**src/rtl/uart_result_tx_if.sv**
```systemverilog
// Handshake and serial-line bundle between the result register, the
// transmitter and the board tx pin.
interface uart_result_tx_if;
  logic       start;
  logic [7:0] data;
  logic       tx;
  logic       busy;
  logic       done;

  modport master (output start, output data, input tx, input busy, input done);
  modport slave  (input start, input data, output tx, output busy, output done);
endinterface

```
**src/rtl/uart_result_tx.sv**
```systemverilog
// Sends one result byte as four 8N1 characters: two uppercase hex digits,
// then CR and LF, back to back on the tx line.
module uart_result_tx #(
  parameter int unsigned CLK_FREQ     = 100_000_000,
  parameter int unsigned BAUD         = 115200,
  parameter int unsigned CLKS_PER_BIT = CLK_FREQ / BAUD
) (
  input  logic             clk_100MHz,
  input  logic             reset,
  uart_result_tx_if.slave  bus
);

  localparam int unsigned CNT_W = (CLKS_PER_BIT > 1) ? $clog2(CLKS_PER_BIT) : 1;
  localparam logic [CNT_W-1:0] CNT_LAST = CNT_W'(CLKS_PER_BIT - 1);

  typedef enum logic [1:0] {
    S_IDLE  = 2'd0,
    S_START = 2'd1,
    S_DATA  = 2'd2,
    S_STOP  = 2'd3
  } state_e;

  state_e           state_q,    state_d;
  logic [7:0]       shadow_q,   shadow_d;
  logic [1:0]       char_idx_q, char_idx_d;
  logic [2:0]       bit_idx_q,  bit_idx_d;
  logic [CNT_W-1:0] cnt_q,      cnt_d;
  logic             tx_q,       tx_d;
  logic             busy_q,     busy_d;
  logic             done_q,     done_d;

  logic [7:0]       cur_char;
  logic             bit_end;
  logic [2:0]       next_bit;

  function automatic logic [7:0] hex_ascii(input logic [3:0] nib);
    return (nib < 4'd10) ? (8'h30 + 8'(nib)) : (8'h37 + 8'(nib));
  endfunction

  // Character currently on the line, selected from the captured byte
  always_comb begin
    cur_char = 8'h0A;
    unique case (char_idx_q)
      2'd0:    cur_char = hex_ascii(shadow_q[7:4]);
      2'd1:    cur_char = hex_ascii(shadow_q[3:0]);
      2'd2:    cur_char = 8'h0D;
      default: cur_char = 8'h0A;
    endcase
  end

  assign bit_end  = (cnt_q == CNT_LAST);
  assign next_bit = bit_idx_q + 3'd1;

  always_ff @(posedge clk_100MHz) begin
    if (reset) begin
      state_q    <= S_IDLE;
      shadow_q   <= '0;
      char_idx_q <= '0;
      bit_idx_q  <= '0;
      cnt_q      <= '0;
      tx_q       <= 1'b1;
      busy_q     <= 1'b0;
      done_q     <= 1'b0;
    end else begin
      state_q    <= state_d;
      shadow_q   <= shadow_d;
      char_idx_q <= char_idx_d;
      bit_idx_q  <= bit_idx_d;
      cnt_q      <= cnt_d;
      tx_q       <= tx_d;
      busy_q     <= busy_d;
      done_q     <= done_d;
    end
  end

  // tx_d is derived from the state being entered so the line is registered
  always_comb begin
    state_d    = state_q;
    shadow_d   = shadow_q;
    char_idx_d = char_idx_q;
    bit_idx_d  = bit_idx_q;
    cnt_d      = cnt_q;
    tx_d       = tx_q;
    busy_d     = busy_q;
    done_d     = 1'b0;

    unique case (state_q)
      S_IDLE: begin
        tx_d   = 1'b1;
        busy_d = 1'b0;
        if (bus.start) begin
          shadow_d   = bus.data;
          char_idx_d = 2'd0;
          cnt_d      = '0;
          state_d    = S_START;
          tx_d       = 1'b0;
          busy_d     = 1'b1;
        end
      end
      S_START: begin
        if (bit_end) begin
          cnt_d     = '0;
          bit_idx_d = 3'd0;
          state_d   = S_DATA;
          tx_d      = cur_char[0];
        end else begin
          cnt_d = cnt_q + CNT_W'(1);
        end
      end
      S_DATA: begin
        if (bit_end) begin
          cnt_d = '0;
          if (bit_idx_q == 3'd7) begin
            state_d = S_STOP;
            tx_d    = 1'b1;
          end else begin
            bit_idx_d = next_bit;
            tx_d      = cur_char[next_bit];
          end
        end else begin
          cnt_d = cnt_q + CNT_W'(1);
        end
      end
      S_STOP: begin
        if (bit_end) begin
          cnt_d = '0;
          if (char_idx_q != 2'd3) begin
            char_idx_d = char_idx_q + 2'd1;
            state_d    = S_START;
            tx_d       = 1'b0;
          end else begin
            state_d = S_IDLE;
            tx_d    = 1'b1;
            busy_d  = 1'b0;
            done_d  = 1'b1;
          end
        end else begin
          cnt_d = cnt_q + CNT_W'(1);
        end
      end
      default: begin
        state_d = S_IDLE;
        tx_d    = 1'b1;
        busy_d  = 1'b0;
      end
    endcase
  end

  assign bus.tx   = tx_q;
  assign bus.busy = busy_q;
  assign bus.done = done_q;

endmodule

```
**src/flat_wrapper.sv**
```systemverilog
// flat-port wrapper written by rule: the top's interface ports become plain ports
module uart_result_tx_flat 
#(
  parameter int unsigned CLK_FREQ     = 100_000_000,
  parameter int unsigned BAUD         = 115200,
  parameter int unsigned CLKS_PER_BIT = CLK_FREQ / BAUD
)
  (clk_100MHz, reset, bus_start, bus_data, bus_tx, bus_busy, bus_done);
  uart_result_tx_if bus_i ();
  input  logic clk_100MHz;
  input  logic reset;
  input wire logic [$bits(bus_i.start)-1:0] bus_start;
  input wire logic [$bits(bus_i.data)-1:0] bus_data;
  output wire logic [$bits(bus_i.tx)-1:0] bus_tx;
  output wire logic [$bits(bus_i.busy)-1:0] bus_busy;
  output wire logic [$bits(bus_i.done)-1:0] bus_done;
  assign bus_i.start = bus_start;
  assign bus_i.data = bus_data;
  assign bus_tx = bus_i.tx;
  assign bus_busy = bus_i.busy;
  assign bus_done = bus_i.done;
  uart_result_tx #(.CLK_FREQ(CLK_FREQ), .BAUD(BAUD), .CLKS_PER_BIT(CLKS_PER_BIT)) u_core (.clk_100MHz(clk_100MHz), .reset(reset), .bus(bus_i));
endmodule
```
**config.mk**
```make
export PLATFORM = sky130hd
export DESIGN_NAME = uart_result_tx_flat
export DESIGN_NICKNAME = d
export VERILOG_FILES = /design/src/rtl/uart_result_tx_if.sv /design/src/rtl/uart_result_tx.sv /design/src/flat_wrapper.sv
export SDC_FILE = /design/constraint.sdc
export NUM_CORES = 1
export LEC_CHECK = 0
export ABC_AREA = 0
export CAP_MARGIN = 40
export CORE_ASPECT_RATIO = 0.5
export CORE_MARGIN = 4
export CORE_UTILIZATION = 58
export CTS_CLUSTER_SIZE = 40
export DETAILED_ROUTE_END_ITERATION = 12
export GPL_ROUTABILITY_DRIVEN = 0
export PLACE_DENSITY = 0.79
export SETUP_SLACK_MARGIN = 0.2
export SLEW_MARGIN = 40
export SYNTH_ARGS = -nofsm -noshare
export SYNTH_HDL_FRONTEND = slang
export SYNTH_SLANG_ARGS = --single-unit
```
**constraint.sdc**
```tcl
create_clock -name clk_100MHz -period 2.5 [get_ports clk_100MHz]
set_input_delay 0.5 -clock clk_100MHz [delete_from_list [all_inputs] [get_ports clk_100MHz]]
set_output_delay 0.5 -clock clk_100MHz [all_outputs]
set_load 0.005 [all_outputs]
```
**Word-level counts from Yosys, hierarchy flattened**

Index checks and enable logic that the tools add are counted.

- Bits in registers: 28
- Bits of input ports: 11
- Output and inout bits: 3
- Word-level logic and storage cells: 82

- $add $sub $neg: 7
- Order comparisons: 3
- Equal/unequal tests: 16
- Multiplexer cells: 34
- Bitwise gates (word level): 2
- Reductions and logical operators: 12

Operators by type and width:

| kind | count |
|---|---|
| $add 6x4->7 const A | 4 |
| $pmux 8 s3 | 1 |
| $mux 10 | 2 |
| $pmux 10 s2 | 1 |
| $mux 2 | 8 |
| $mux 8 | 2 |
| $mux 1 | 11 |
| $add 10x1->10 const B | 1 |
| $eq 10x10->1 const B | 1 |
| $ne 2x1->1 const B | 5 |
| $mux 3 | 3 |
| $lt 4x4->1 const B | 2 |
| $ne 2x2->1 const B | 4 |
| $pmux 2 s4 | 1 |
| $reduce_and 4->1 | 2 |
| $eq 2x2->1 const B | 3 |
| $pmux 3 s2 | 1 |
| $reduce_and 3->1 | 2 |
| $reduce_or 3->1 | 2 |
| $reduce_and 5->1 | 1 |
| $eq 2x1->1 const B | 2 |
| $logic_not 2->1 | 2 |
| $lt 3x4->1 const B | 1 |
| $pmux 1 s4 | 1 |
| 9 further kinds | 11 |

**Longest topological paths before layout**

Gate-level depths: netlist of run 1.

- Word-level depth: 8
- Mapped depth: 9
- Gate-level depth less buffers: 7

**Worst setup path after synthesis of run 1**

Ideal clock, no wire load.

- Path kind: reg-to-reg
- Start: register u_core.state_q[0]
- End: register u_core.tx_q, in the netlist u_core.bus.tx
- Library setup time: 137 ps
- Arrival: 1717 ps
- Data required time: 2363 ps
- Slack: 646 ps
- Stages on the path, launching flop included: 10
- Path buffers: 2
- Clock period less this slack: 1854 ps
- Cell sequence: dfxtp_1 inv_1 ha_1 buf_6 nand2b_1 clkbuf_1 o21ai_0 mux2_1 a41oi_1 o2111ai_1

- Word-level cells in the longest chain between the ends: 3
- Elaborated cells between the ends (all ways): 9
- Classes of those cells: eq/ne (6); mux (1); reduce/logical (2)

RTL lines:

| element | RTL line | text |
|---|---|---|
| start, declared | uart_result_tx.sv:23 | `state_e state_q, state_d;` |
| start signal, assigned | uart_result_tx.sv:65 | `state_q <= state_d;` |
| $eq 2x2->1 or $eq 2x1->1 (tied branches) | uart_result_tx.sv:87 | `unique case (state_q)` |
| $ne 2x1->1 (no line) | -- |  |
| $reduce_and 3->1 (no line) | -- |  |
| end signal, assigned | uart_result_tx.sv:70 | `tx_q <= tx_d;` |
| end, declared | uart_result_tx.sv:28 | `logic tx_q, tx_d;` |

Parallel ways exist; a longest one is shown, timed or not.
A chain may end at the register's enable or synchronous reset.

**Final worst setup path of run 1**

- Start: register u_core.state_q[0]
- End: register u_core.cnt_q[5]

- Word-level cells in the longest chain between the ends: 3
- Elaborated cells between the ends (all ways): 7
- Classes of those cells: eq/ne (4); mux (1); reduce/logical (2)

RTL lines:

| element | RTL line | text |
|---|---|---|
| $eq 2x1->1 or $eq 2x2->1 (tied branches) | uart_result_tx.sv:87 |  |
| $reduce_or 3->1 (no line) | -- |  |
| $pmux 10 s2 | uart_result_tx.sv:87 |  |
| end signal, assigned | uart_result_tx.sv:69 | `cnt_q <= cnt_d;` |
| end, declared | uart_result_tx.sv:27 | `logic [CNT_W-1:0] cnt_q, cnt_d;` |

Parallel ways exist; a longest one is shown, timed or not.

==> results of run 1 <==
-- cell type report --
| cell class | instances | area, sq um | area share, % |
|---|---|---|---|
| Clock buffer | 3 | 41.29 | 2.023 |
| Inverter | 13 | 53.80 | 2.636 |
| Multi-Input combinational cell | 175 | 1182 | 57.94 |
| Sequential cell | 28 | 560.5 | 27.47 |
| Tap cell | 40 | 50.05 | 2.452 |
| Timing Repair Buffer | 16 | 152.6 | 7.480 |
-- registers in the layout (all words and copies together), names as in the netlist --
| name | count |
|---|---|
| u_core.bit_idx_q | 3 |
| u_core.cnt_q | 10 |
| u_core.bus.tx | 1 |
| u_core.bus.busy | 1 |
| u_core.shadow_q | 8 |
| u_core.char_idx_q | 2 |
| u_core.state_q | 2 |
| u_core.bus.done | 1 |
-- metrics by stage --
stage	area, sq um	instances	worst slack, ns	total power, uW
after detailed placement	1999	272	0.5480	1256
after CTS	2041	275	0.5956	1505
final	2041	275	0.6131	1495
after global placement	1999	272	0.5831	1233
after global routing	2041	275	0.3903	1628
after floorplan	1866	226	0.6463	1117
-- final timing paths --
path                                     startpoint                  end  slack [ns]  cells after the start
worst max-delay path              u_core.state_q[0]      u_core.cnt_q[5]        0.61                      6
worst min-delay path            u_core.bit_idx_q[2]  u_core.bit_idx_q[2]        0.49                      2
worst max register to register    u_core.state_q[0]      u_core.cnt_q[5]        0.61                      6
worst min register to register  u_core.bit_idx_q[2]  u_core.bit_idx_q[2]        0.49                      2
-- cell usage after synthesis (all sizes together) (6+ instances only) --
cell type / number
o21ai: 12
nor2: 14
a21oi: 22
dfxtp: 28
nand3: 8
a31oi: 6
nand2: 30
inv: 13
clkbuf: 6
ha: 13
-- cell usage in the layout (no fill, tap or decap), types with 2 or more instances in the layout --
| cell | n |
|---|---|
| nand2b_1 | 3 |
| a31o_1 | 2 |
| o21ai_0 | 5 |
| a21o_1 | 2 |
| dfxtp_1 | 28 |
| a21oi_1 | 21 |
| nor3b_1 | 2 |
| o21ai_1 | 7 |
| nor2_1 | 14 |
| buf_4 | 3 |
| o31ai_1 | 2 |
| nor3_1 | 4 |
| nand2_1 | 30 |
| ha_1 | 13 |
| mux2i_1 | 2 |
| clkdlybuf4s50_1 | 13 |
| a22oi_1 | 4 |
| a31oi_1 | 6 |
| a41oi_1 | 3 |
| nand3_1 | 7 |
| a211oi_1 | 2 |
| and4b_1 | 2 |
| nor2b_1 | 4 |
| o211ai_1 | 2 |
| and3_1 | 4 |
| and3b_1 | 2 |
| xnor2_1 | 3 |
| clkbuf_8 | 3 |
| inv_1 | 12 |
| a311oi_1 | 2 |
| nand4_1 | 2 |
-- per-layer routing --
| metal | global-route usage, % | vias to the layer above |
|---|---|---|
| li1 | - | 845 |
| met1 | 26.01 | 821 |
| met2 | 37.89 | 45 |
| met3 | 5.059 | 4 |
| met4 | 5.120 | 0 |
| met5 | 0 | - |
-- power by group --
part,total [uW],internal [uW],switching [uW]
Clock,246,108,138
Combinational,677,287,390
Sequential,572,505,66.7
-- critical path: stages, from the launching register on --
cell     delay [ns]
dfxtp_1        0.41
inv_1          0.10
ha_1           0.36
inv_6          0.14
o31ai_4        0.13
or4_1          0.53
a21oi_1        0.15
-- kinds of logic (layout without fill, tap and decap cells) --
logic type / count (synthesis) / count (layout) / share of synthesized area [%]
xor+xnor: 3 / 3 / 1.409
simple gates: 86 / 86 / 25.82
fa+ha+maj: 13 / 13 / 8.719
compound gates: 70 / 70 / 25.75
mux: 3 / 3 / 1.677
buf+inv: 23 / 32 / 6.572
flops: 28 / 28 / 30.05
==> out/qor.txt, run 1 <==
status -> complete, no violations
WP data required -> 2.71 ns
Total GRT Usage -> 20.91%
Arr. time, crit path -> 2.10 ns
Resized Gates After CTS -> 0
Worst setup EP type -> register
max cap viols -> 0
met3 WL -> 240 um
Root Driver -> clkbuf_8
YS warnings -> 0
hold_ws -> 0.4935 ns
Post-synth EDFFs -> 0
Post-DRT Antenna Nets -> 0
antenna diode count -> 0
synthesized flop and latch total -> 28
Fillers -> 265
Post-Syn Area -> 1866 sq um
Cells after Synth -> 226
Via density -> 6.236
Synth Area per Inst -> 8.255 sq um
hold crit path type -> reg2reg
Synth Flop Type -> dfxtp_1
Post-Route Setup TNS -> 0 ns
CTS Buffer Depth -> 2
Final Critical Period -> 1.887 ns
Layout Nets -> 261
IO Pins -> 14
ranking of synthesized cells by area -> dfxtp_1 (30%), ha_1 (8.7%), nand2_1 (6.0%), a21oi_1 (5.6%), nor2_1 (2.8%)
IR Drop Worst-Case VDD -> 0.4969 mV
die height -> 48.11 um
DRT met1 WL -> 1.851 mm
hpwl dp -> 2.933 mm
Distinct cells, synth -> 57
P&R area growth vs syn -> 9.390%
Critical Path Fanout Max -> 10
layout cells sized above 1 -> 7.660%
initial DRC count -> 60
post-CTS setup buffers -> 0
wire length on met2 -> 1.841 mm
fin util -> 66.95%
worst-margin pin slew -> 0.4849 ns
routed len/inst -> 14.44 um
router iterations before antenna repair -> 4
TritonCTS buffer count -> 3
Cell Rows -> 14
Seq/Total Area, Yosys -> 30.05%
final hold viol count -> 0
DRT Wirelength -> 3.971 mm
antenna violations before repair -> 0
largest net degree at the start of global routing -> 15
Fmax -> 530.0 MHz
share of the synthesized area in the top cell type -> 30.05%
H-tree depth -> 1
Power Density -> 732.7 nW/um^2
# setup viols final -> 0
CTS Sinks -> 28
Clock Skew -> 0.002394 ns
worst-skew pair later-pin latency -> 0.27 ns
Tcrit/Tclk final -> 75.48%
count of input and output buffers -> 13
Synth area leader -> dfxtp_1
CTS hold repair buffers -> 0
Crit Path Category -> reg2reg
vias in the first global route -> 1553
drt drc -> 0
Post-synth ARST share -> 0%
GRT overflow -> 0
die width -> 88.21 um
Mapped Nets -> 250
CTS tree -> yes
Final Max Slew Viols -> 0
Lkg Pwr -> 0.0007415 uW
Worst Setup Start Kind -> register
Initial Utilization -> 61.21%
slew margin rel. -> 67.57%
core area -> 3048 sq um
first-pass GRT wire length -> 6.934 mm
DR top layer -> met4
DIE AREA -> 4243 sq um
RSZ-0062 raised after global routing -> no
vias -> 1715
clock slew at reported path FFs -> 0.09 ns
Power figures use the tool's default switching activity.
==> inputs of run 2 (changes only) <==
--- a/config.mk
+++ b/config.mk
@@ -9,11 +9,11 @@
 export CAP_MARGIN = 40
 export CORE_ASPECT_RATIO = 0.5
 export CORE_MARGIN = 4
-export CORE_UTILIZATION = 58
+export CORE_UTILIZATION = 52
 export CTS_CLUSTER_SIZE = 40
 export DETAILED_ROUTE_END_ITERATION = 12
 export GPL_ROUTABILITY_DRIVEN = 0
-export PLACE_DENSITY = 0.79
+export PLACE_DENSITY = 0.75
 export SETUP_SLACK_MARGIN = 0.2
 export SLEW_MARGIN = 40
 export SYNTH_ARGS = -nofsm -noshare
==> constraint.sdc (replaced) <==
create_clock -name clk_100MHz -period 1.5 [get_ports clk_100MHz]
set_input_delay 0.3 -clock clk_100MHz [delete_from_list [all_inputs] [get_ports clk_100MHz]]
set_output_delay 0.3 -clock clk_100MHz [all_outputs]
set_load 0.005 [all_outputs]
==> run 2 against run 1 <==
  * The run now ends with negative setup slack left
  * Flip-flop and latch count stayed put
  * Non-clock buffer count rose by 74
  * Design area rose by 54%
  * Core utilization increased by 24 points
  * Worst hold slack improved by 0.011 ns
  * Die area grew 10%
  * Critical path depth up 1
  * Final cell count increased by 31%
==> out/qor.txt, run 2 (same netlist as run 1, synthesis figures left out) <==
Regs by FF count -> u_core.cnt_q (10), u_core.shadow_q (8), u_core.bit_idx_q (3)
clock slew at reported path FFs -> 0.11 ns
P&R area growth vs syn -> 68.34%
status -> finished, violations left
slew margin rel. -> 70.18%
hold crit path type -> reg2reg
HP Start -> u_core.shadow_q[5]
Critical R2R Capture -> u_core.state_q[1]
Worst setup EP type -> register
drt drc -> 0
# setup viols final -> 20
Reg2Reg Launch Point -> u_core.cnt_q[1]
routed len/inst -> 25.26 um
TritonCTS buffer count -> 3
fin cells -> 361
Worst Setup Start Kind -> register
Layout Nets -> 335
failing checks -> negative setup slack
pre-CTS WS -> -0.1779 ns
Root Driver -> clkbuf_8
fin util -> 91.44%
hold_ws -> 0.5045 ns
WP data required -> 1.66 ns
Clock Skew -> 0.01321 ns
Power Density -> 1291 nW/um^2
commonest non-fill, non-tap cells in the layout -> buf_4 (58), nand2_1 (18), buf_6 (17), a21oi_2 (14), dfxtp_2 (13)
commonest non-fill, non-tap cell in the layout -> buf_4
Final Critical Period -> 1.791 ns
Cell Rows -> 15
Via density -> 6.928
Initial Utilization -> 54.32%
RSZ-0062 raised after global routing -> yes
DIE AREA -> 4668 sq um
Critical Path Fanout Max -> 3
placed insts -> 340
Worst Slack Setup Final -> -0.2912 ns
Post-DRT Antenna Nets -> 0
Crit Path Category -> reg2reg
CTS Sinks -> 28
worst r2r path cells -> 7
max cap viols -> 0
CTS Buffer Depth -> 2
IO Pins -> 14
vias -> 2501
hold endpoint -> u_core.shadow_q[5]
worst-skew pair later-pin latency -> 0.29 ns
Tcrit/Tclk final -> 119.4%
worst-margin pin slew -> 0.4411 ns
Lkg Pwr -> 0.001213 uW
r2r setup slk -> -0.29 ns
hold path depth -> 2
largest register by flop count -> u_core.cnt_q
final hold viol count -> 0
layout cells sized above 1 -> 58.06%
router iterations before antenna repair -> 8
count of input and output buffers -> 13
vias in the first global route -> 2404
max reg flops -> 10
Final Max Slew Viols -> 0
Total GRT Usage -> 32.47%
hpwl dp -> 3.767 mm
antenna diode count -> 0
IR Drop Worst-Case VDD -> 0.9260 mV
H-tree depth -> 1
antenna violations before repair -> 0
die height -> 50.36 um
initial DRC count -> 205
largest net degree at the start of global routing -> 16
GRT overflow -> 0
die width -> 92.71 um
first-pass GRT wire length -> 11.82 mm
Fmax -> 558.3 MHz
Arr. time, crit path -> 1.95 ns
DRT Wirelength -> 9.118 mm
CTS tree -> yes
core area -> 3435 sq um
Power, Total -> 4054 uW
## run 2: cell count changes in the layout (fill, tap and decap cells not counted), moves of 7 or more
cell and change:
ha_2 +7, dfxtp_2 +13, a21oi_2 +13, buf_6 +17
buf_4 +55, nand2_4 +8, dfxtp_1 -16, nand2_1 -12
a21oi_1 -13, ha_1 -12
## run 2: area by class of cell
class                           count  area (sq um)
Fill cell                         110         294.0
Clock buffer                        4         55.05
Tap cell                           51         63.81
Sequential cell                    28         588.1
Inverter                           13         58.81
Timing Repair Buffer               90         789.5
Multi-Input combinational cell    175          1585
## run 2: worst max-delay path by stage
stage / startpoint / to / slack [ns]
2_1_floorplan: u_core.cnt_q[0] / u_core.bus.tx / -0.11
3_3_place_gp: u_core.shadow_q[5] / u_core.bus.tx / -0.12
3_5_place_dp: u_core.shadow_q[5] / u_core.bus.tx / -0.18
4_1_cts: u_core.char_idx_q[1] / u_core.bus.tx / -0.21
5_1_grt: u_core.cnt_q[9] / u_core.state_q[1] / -0.38
6_report: u_core.cnt_q[1] / u_core.state_q[1] / -0.29
## run 2: power by group
part / internal [uW] / switching (uW) / total [uW]
clock network: 236 / 256 / 492
logic: 1230 / 1360 / 2590
registers: 856 / 119 / 976
## run 2: metal layers
layer | wire [um] | vias to the layer above | track usage (%)
met5 | 0 | - | 0
met4 | 863 | 0 | 21.90
met3 | 1026 | 104 | 9.581
met2 | 3939 | 274 | 55.94
met1 | 3288 | 1126 | 35.03
li1 | - | 997 | -
## run 2: repair_timing
action	4_1_cts	5_1_grt
setup endpoints to repair	31	29
hold buffers	0	0
pin swaps	31	27
resized for setup	65	51
buffers inserted	12	5
## run 2: critical path: stages (launching register included)
cell and delay [ns]:
dfxtp_2 0.38, ha_4 0.16, and2b_2 0.19, buf_6 0.12
nand4_1 0.17, a221oi_4 0.35, mux2i_1 0.23, nor2_1 0.08
## run 2: through the flow
| stage | TNS [ns] | instance area [sq um] |
|---|---|---|
| floorplan | -0.3428 | 1967 |
| global placement | -0.7864 | 2534 |
| detailed placement | -1.171 | 2534 |
| CTS | -0.9449 | 2893 |
| global route | -4.134 | 3141 |
| finish | -3.514 | 3141 |
